## config.mk

```make
export PLATFORM = sky130hd
export DESIGN_NAME = mm2s_read_channel
export DESIGN_NICKNAME = d
export VERILOG_FILES = /design/src/rtl/dma_pkg.sv /design/src/rtl/dma_skid_buffer.sv /design/src/rtl/mm2s_read_channel.sv
export SDC_FILE = /design/constraint.sdc
export NUM_CORES = 1
export LEC_CHECK = 0
export ABC_AREA = 1
export ABC_CLOCK_PERIOD_IN_PS = 2100
export BUFFER_PORTS_ARGS = -buffer_cell sky130_fd_sc_hd__buf_4
export CORE_MARGIN = 10
export CORE_UTILIZATION = 39
export DETAILED_ROUTE_END_ITERATION = 10
export GPL_ROUTABILITY_DRIVEN = 0
export PLACE_DENSITY_LB_ADDON = 0.2
export RECOVER_POWER = 25
export SYNTH_ARGS = -nofsm -noshare
export SYNTH_HDL_FRONTEND = slang
export SYNTH_SLANG_ARGS = --single-unit
```

## constraint.sdc

```tcl
create_clock -name m_axi_aclk -period 2.1 [get_ports m_axi_aclk]
set_clock_uncertainty 0.05 [all_clocks]
set_input_delay 0.21 -clock m_axi_aclk [delete_from_list [all_inputs] [get_ports m_axi_aclk]]
set_output_delay 0.21 -clock m_axi_aclk [all_outputs]
set_load 0.05 [all_outputs]
```

## src/rtl/dma_pkg.sv

```systemverilog
// dma_pkg: constants and types shared by the DMA read/write channels.
// Contents: AXI burst/cache encodings, AXI response codes, MM2S FSM state enum.
// No ports; imported with `import dma_pkg::*;`.
package dma_pkg;

  localparam logic [1:0] BURST_INCR                = 2'b01;
  localparam logic [3:0] CACHE_NORMAL_NONCACH_BUFF = 4'b0011;

  localparam logic [1:0] RESP_OKAY   = 2'b00;
  localparam logic [1:0] RESP_EXOKAY = 2'b01;
  localparam logic [1:0] RESP_SLVERR = 2'b10;
  localparam logic [1:0] RESP_DECERR = 2'b11;

  typedef enum logic [1:0] {
    IDLE  = 2'd0,
    ADDR  = 2'd1,
    DATA  = 2'd2,
    DRAIN = 2'd3
  } mm2s_state_t;

endpackage

```

## src/rtl/dma_skid_buffer.sv

```systemverilog
// dma_skid_buffer: 2-entry skid buffer with fully registered outputs and registered in_rdy.
// Latency: a word accepted in cycle K is presented on out_* in cycle K+1; full throughput.
// Backpressure: in_rdy drops only when the skid slot is occupied, so out_rdy never reaches in_rdy combinationally.
// Ports: clk/rst (async active-high), in_vld/in_rdy/in_dat upstream, out_vld/out_rdy/out_dat downstream, empty = no word held.
module dma_skid_buffer #(
  parameter int WIDTH = 65
) (
  input  logic             clk,
  input  logic             rst,
  input  logic             in_vld,
  output logic             in_rdy,
  input  logic [WIDTH-1:0] in_dat,
  output logic             out_vld,
  input  logic             out_rdy,
  output logic [WIDTH-1:0] out_dat,
  output logic             empty
);

  logic             skid_vld;
  logic [WIDTH-1:0] skid_dat;
  logic             push;
  logic             pop;

  assign in_rdy = ~skid_vld;
  assign push   = in_vld & in_rdy;
  assign pop    = out_vld & out_rdy;
  assign empty  = ~out_vld & ~skid_vld;

  always_ff @(posedge clk or posedge rst) begin
    if (rst) begin
      out_vld  <= 1'b0;
      out_dat  <= '0;
      skid_vld <= 1'b0;
      skid_dat <= '0;
    end else if (!out_vld || pop) begin
      // Output slot frees up: refill from the skid slot first to keep order.
      if (skid_vld) begin
        out_dat  <= skid_dat;
        out_vld  <= 1'b1;
        skid_vld <= 1'b0;
      end else begin
        out_vld <= push;
        if (push) out_dat <= in_dat;
      end
    end else if (push) begin
      // Output stalled: park the word accepted under the still-high in_rdy.
      skid_dat <= in_dat;
      skid_vld <= 1'b1;
    end
  end

endmodule

```

## src/rtl/mm2s_read_channel.sv

```systemverilog
// mm2s_read_channel: issues one AXI4 INCR read burst per start edge and forwards beats to AXI4-Stream, tlast from own beat count.
// Latency: arvalid/busy one cycle after an accepted start; R->stream 0 cycles, or 1 cycle with MM2S_SKID_BUF_EN defined.
// Backpressure: tready throttles rready (combinational pass-through, or via skid-buffer fullness with MM2S_SKID_BUF_EN).
// Ports: m_mm2s_axi_ar*/r* = AXI4 read master, m_mm2s_axis_* = stream master, read_* = start/addr/len/size/busy/error control.
// Build option: MM2S_SKID_BUF_EN inserts dma_skid_buffer in the R->stream path.
module mm2s_read_channel
  import dma_pkg::*;
#(
  parameter int DMA_DATA_WIDTH_DST = 64,
  parameter int DMA_AXI_ADDR_WIDTH = 32
) (
  input  logic                          m_axi_aclk,
  input  logic                          m_axi_areset,
  output logic [DMA_AXI_ADDR_WIDTH-1:0] m_mm2s_axi_araddr,
  output logic [1:0]                    m_mm2s_axi_arburst,
  output logic [3:0]                    m_mm2s_axi_arcache,
  output logic [7:0]                    m_mm2s_axi_arlen,
  output logic [2:0]                    m_mm2s_axi_arprot,
  output logic [2:0]                    m_mm2s_axi_arsize,
  output logic                          m_mm2s_axi_arvalid,
  input  logic                          m_mm2s_axi_arready,
  input  logic [DMA_DATA_WIDTH_DST-1:0] m_mm2s_axi_rdata,
  input  logic [1:0]                    m_mm2s_axi_rresp,
  input  logic                          m_mm2s_axi_rlast,
  input  logic                          m_mm2s_axi_rvalid,
  output logic                          m_mm2s_axi_rready,
  output logic [DMA_DATA_WIDTH_DST-1:0] m_mm2s_axis_tdata,
  output logic                          m_mm2s_axis_tlast,
  output logic                          m_mm2s_axis_tvalid,
  input  logic                          m_mm2s_axis_tready,
  input  logic                          read_start_i,
  input  logic [DMA_AXI_ADDR_WIDTH-1:0] read_addr_i,
  input  logic [7:0]                    read_len_i,
  input  logic [2:0]                    read_size_i,
  output logic                          read_busy_o,
  output logic                          read_error_o
);

  mm2s_state_t                   state;
  mm2s_state_t                   state_nxt;
  logic                          start_q;
  logic                          start;
  logic                          accept;
  logic                          in_data;
  logic                          r_hs;
  logic                          last_beat;
  logic                          beat_err;
  logic                          path_empty;
  logic [DMA_AXI_ADDR_WIDTH-1:0] addr_q;
  logic [7:0]                    len_q;
  logic [2:0]                    size_q;
  logic [7:0]                    beat_cnt;
  logic                          err_q;

  assign start     = read_start_i & ~start_q;
  assign accept    = start & (state == IDLE);
  assign in_data   = (state == DATA);
  assign r_hs      = m_mm2s_axi_rvalid & m_mm2s_axi_rready;
  assign last_beat = (beat_cnt == len_q);
  // rlast is only cross-checked against our own count, never trusted for framing.
  assign beat_err  = (m_mm2s_axi_rresp != RESP_OKAY) | (m_mm2s_axi_rlast != last_beat);

  always_ff @(posedge m_axi_aclk or posedge m_axi_areset) begin
    if (m_axi_areset) begin
      state   <= IDLE;
      start_q <= 1'b0;
    end else begin
      state   <= state_nxt;
      start_q <= read_start_i;
    end
  end

  always_comb begin
    state_nxt = state;
    case (state)
      IDLE:    if (accept) state_nxt = ADDR;
      ADDR:    if (m_mm2s_axi_arready) state_nxt = DATA;
      DATA:    if (r_hs && last_beat) state_nxt = DRAIN;
      DRAIN:   if (path_empty) state_nxt = IDLE;
      default: state_nxt = IDLE;
    endcase
  end

  // accept and r_hs are exclusive: rready is low outside DATA.
  always_ff @(posedge m_axi_aclk or posedge m_axi_areset) begin
    if (m_axi_areset) begin
      addr_q   <= '0;
      len_q    <= '0;
      size_q   <= '0;
      beat_cnt <= '0;
      err_q    <= 1'b0;
    end else if (accept) begin
      addr_q   <= read_addr_i;
      len_q    <= read_len_i;
      size_q   <= read_size_i;
      beat_cnt <= '0;
      err_q    <= 1'b0;
    end else if (r_hs) begin
      beat_cnt <= beat_cnt + 8'd1;
      if (beat_err) err_q <= 1'b1;
    end
  end

  assign m_mm2s_axi_araddr  = addr_q;
  assign m_mm2s_axi_arburst = BURST_INCR;
  assign m_mm2s_axi_arcache = CACHE_NORMAL_NONCACH_BUFF;
  assign m_mm2s_axi_arlen   = len_q;
  assign m_mm2s_axi_arprot  = 3'b000;
  assign m_mm2s_axi_arsize  = size_q;
  assign m_mm2s_axi_arvalid = (state == ADDR);
  assign read_busy_o        = (state != IDLE);
  assign read_error_o       = err_q;

`ifdef MM2S_SKID_BUF_EN
  localparam int PW = DMA_DATA_WIDTH_DST + 1;

  logic          buf_in_rdy;
  logic [PW-1:0] buf_out_dat;

  dma_skid_buffer #(
    .WIDTH (PW)
  ) u_skid (
    .clk     (m_axi_aclk),
    .rst     (m_axi_areset),
    .in_vld  (m_mm2s_axi_rvalid & in_data),
    .in_rdy  (buf_in_rdy),
    .in_dat  ({m_mm2s_axi_rdata, last_beat}),
    .out_vld (m_mm2s_axis_tvalid),
    .out_rdy (m_mm2s_axis_tready),
    .out_dat (buf_out_dat),
    .empty   (path_empty)
  );

  assign m_mm2s_axi_rready = in_data & buf_in_rdy;
  assign m_mm2s_axis_tdata = buf_out_dat[PW-1:1];
  assign m_mm2s_axis_tlast = buf_out_dat[0];
`else
  assign path_empty         = 1'b1;
  assign m_mm2s_axi_rready  = in_data & m_mm2s_axis_tready;
  assign m_mm2s_axis_tvalid = in_data & m_mm2s_axi_rvalid;
  assign m_mm2s_axis_tdata  = m_mm2s_axi_rdata;
  assign m_mm2s_axis_tlast  = last_beat;
`endif

endmodule
```

==> impl_results.md <==
* Status: finished, final reports clean
* CTS buffer count at 5
* Setup ws final at 0.278 ns
* WP data arrival at 2.01 ns
* Setup crit end: beat_cnt[7]
* Fin crit share at 86.8%
* DRC Markers at 0
* Non-Filler Instances at 505
* LEAKAGE at 1.92 nW
* Mapped cell area at 2950 sq um
* WS Path Type: flop to flop
* Count leader, synth: nand2_1
* Hold Path Class: input port to flop
* Distinct cells, synth at 22
* Synth top cells by count: 154 x nand2_1, 73 x buf_4, 55 x dfrtp_1, 25 x inv_1, 12 x o21ai_0
* Die Span Y at 107 microns
* TritonRoute pass-1 iters at 4
* H-Tree Depth at 2
* Chip width at 107 microns
* Fill count at 767
* CTS tree: yes
* Core Box Area at 7290 sq um
* Setup violators final at 0
* Worst slew pin tran at 0.524 ns
* Synth Area in Compound Gates at 3.06%
* Asr flop ratio synth at 100%
* Post-Synth Adder-Cell Area at 1.70%
* Largest fanout on the critical path at 8
* Mapped Avg Cell Area at 7.98 sq um
* Area contributors post-synth: dfrtp_1 47%, nand2_1 20%, buf_4 19%, inv_1 3.2%, o21ai_0 2.0%
* Hold Vio Cnt, Final at 0
* Post-route ant nets at 0
* Routed wire length per instance at 13.7 microns
* #FFs+latches synth at 55
* Register area at 1380 sq um
* Multi-input gate area at 921 sq um
* Seq/Total Area, Yosys at 46.7%
* GRT overflow at 0
* Simple-gate share of the synthesized area at 24.3%
* Placed instance count at 496
* Initial Util at 40.4%
* Max IR drop VDD at 0.841 mV
* Power Density at 1670 nW/um^2
* Drt first-iter violations at 62
* Critical Path RT at 2.29 ns
* Rows at 31
* Setup TNS at 0 ns
* Initial antenna violation count at 0
* Max stage delay cell, worst path: dfrtp_1
* R2R Setup Slk at 0.28 ns
* Placement Setup Slack at 0.198 ns
* Cell Chain, Critical Path: inv_1 -> ha_1 -> nand2_2 -> nor2_4 -> nand4_1 -> or2_1 -> o21ai_0 -> nand2_1 -> nor2_1
* Reg-to-Reg Start: state[0]
* Area Overhead vs Synth at 16.1%
* F_max at 549 MHz
* Clk root buf: clkbuf_8
* Final wirelength at 6930 microns
* Post-synth top flop: dfrtp_1
* Yosys warnings at 0
* Antenna cells at 0
* Xor-xnor portion of the synthesized cell area at 0.892%
* RSZ-0062 raised after global routing: no
* GRT Total Usage at 12.2%
* CP Capture Type: flop
* Vias in the first global route at 2343
* EDFF count, synth at 0
* Clock sink total at 55
* Final min period at 1.82 ns
* Post-route cell area at 3420 sq um
* Largest family of logic cells by synthesized area: simple AND/OR/NAND/NOR gates
* Via density at 4.42
* Vias at 2233
* Share of layout cells above drive strength 1 at 28.8%
* Largest net degree at the start of global routing at 51
* Number of max-cap violations at 0
* Die ar. at 11400 sq um
* Post-DP HPWL at 5260 microns
* Mux contribution to synthesized area at 0%
* First-pass GRT wire length at 11400 microns
* Insertion delay of the later-clocked pin in the worst-skew pair at 0.31 ns
* CTS Buffer Depth at 2
* Startpoint types: flop
* Synth area leader: dfrtp_1
* Syn Inst Count at 369
* Core Util, Final at 46.9%
* Worst rel slew slack at 65.0%
* Nets@finish at 526
* Setup crit start: state[0]
* Final Slew Violations at 0
* CP max stage delay at 0.41 ns
* Number of buffers added on ports at 100
* Clock-pin slew on the worst setup and hold paths at 0.10 ns
* Post-synth top area share at 46.7%
* Reg2Reg Depth at 9
* Reg2Reg Capture Point: beat_cnt[7]
* Placed inst area at 3290 sq um
* I/O Pins at 238
-- worst min-delay path by stage --
stage | cells past startpoint | slack, ns | to | from
final | 3 | 0.04 | m_mm2s_axi_araddr[20] | read_addr_i[20]
after detailed placement | 2 | 0.24 | m_mm2s_axi_araddr[1] | m_axi_areset
after floorplan | 0 | 0.19 | start_q | read_start_i
after CTS | 3 | 0.03 | m_mm2s_axi_araddr[10] | read_addr_i[10]
after global routing | 3 | 0.03 | m_mm2s_axi_araddr[1] | read_addr_i[1]
after global placement | 2 | 0.24 | m_mm2s_axi_araddr[0] | m_axi_areset
-- cell type report --
| type | instances | area share (%) |
|---|---|---|
| flip-flops and latches | 55 | 40.2 |
| clock inverters | 2 | 1.10 |
| repair buffers | 105 | 23.2 |
| clock buffers | 5 | 2.01 |
| inverters | 26 | 2.93 |
| well taps | 99 | 3.62 |
| multi-input cells | 213 | 26.9 |
-- what timing repair did --
action / CTS / global route
hold buffers: 2 / 0
endpoints found under the hold margin: 23 / 0
buffers inserted: 0 / 0
resized for setup: 0 / 2
setup endpoints to repair: 0 / 2
-- layer usage --
| layer | up-vias | share of wire (%) | global-route usage (%) |
|---|---|---|---|
| met3 | 27 | 11 | 6.47 |
| met5 | - | 0 | 0 |
| met1 | 990 | 40 | 13.4 |
| met2 | 111 | 46 | 19.2 |
| li1 | 1105 | - | - |
| met4 | 0 | 2.9 | 5.61 |
-- power breakdown --
| part | total [mW] | internal (mW) | switching, mW |
|---|---|---|---|
| sequential | 1.77 | 1.49 | 0.273 |
| combinational | 3.27 | 0.929 | 2.34 |
| clock | 0.691 | 0.349 | 0.342 |
| total | 5.73 | 2.77 | 2.96 |
-- flip-flops by register name, summed over array words and instances (netlist names) --
name / flops
beat_cnt: 8
m_mm2s_axi_araddr: 32
m_mm2s_axi_arlen: 8
m_mm2s_axi_arsize: 3
read_error_o: 1
start_q: 1
state: 2
-- worst max-delay path, delay by kind of cell (launching register included) --
| kind | cells | cell delay [ns] |
|---|---|---|
| AO/OA/AOI/OAI | 1 | 0.16 |
| adder cells (fa/ha/maj) | 1 | 0.23 |
| buffers and inverters | 1 | 0.09 |
| flip-flops | 1 | 0.41 |
| AND/OR/NAND/NOR | 6 | 0.81 |
-- cells in the final DEF, fill, tap and decap left out --
master         count
a21oi_1            6
and3_2             1
buf_4            103
bufinv_16          1
clkbuf_8           5
clkinvlp_4         1
conb_1             9
dfrtp_1           55
dlygate4sd3_1      2
ha_1               4
inv_1             24
inv_2              1
inv_4              1
nand2_1          154
nand2_2            1
nand3_1            6
nand4_1            3
nor2_1             8
nor2_4             1
nor3_1             2
nor3_4             1
o21ai_0           12
or2_1              1
or2_2              1
xnor2_1            3
-- stage by stage --
| stage | power, mW | hold WS [ns] |
|---|---|---|
| 5_1_grt | 6.11 | 0.0337 |
| 3_5_place_dp | 5.11 | 0.241 |
| 4_1_cts | 5.82 | 0.0328 |
| 2_1_floorplan | 4.37 | 0.191 |
| 6_report | 5.73 | 0.0425 |
| 3_3_place_gp | 5.07 | 0.244 |
-- cells by family (layout without fill, tap and decap cells) --
| group | count (synthesis) | in the layout |
|---|---|---|
| XOR/XNOR | 3 | 3 |
| AO/OA/AOI/OAI | 18 | 18 |
| flip-flops | 55 | 55 |
| other | 2 | 9 |
| buffers and inverters | 108 | 138 |
| AND/OR/NAND/NOR | 179 | 179 |
| adder cells (fa/ha/maj) | 4 | 4 |
Note: power is estimated with default switching activity, not from simulation.
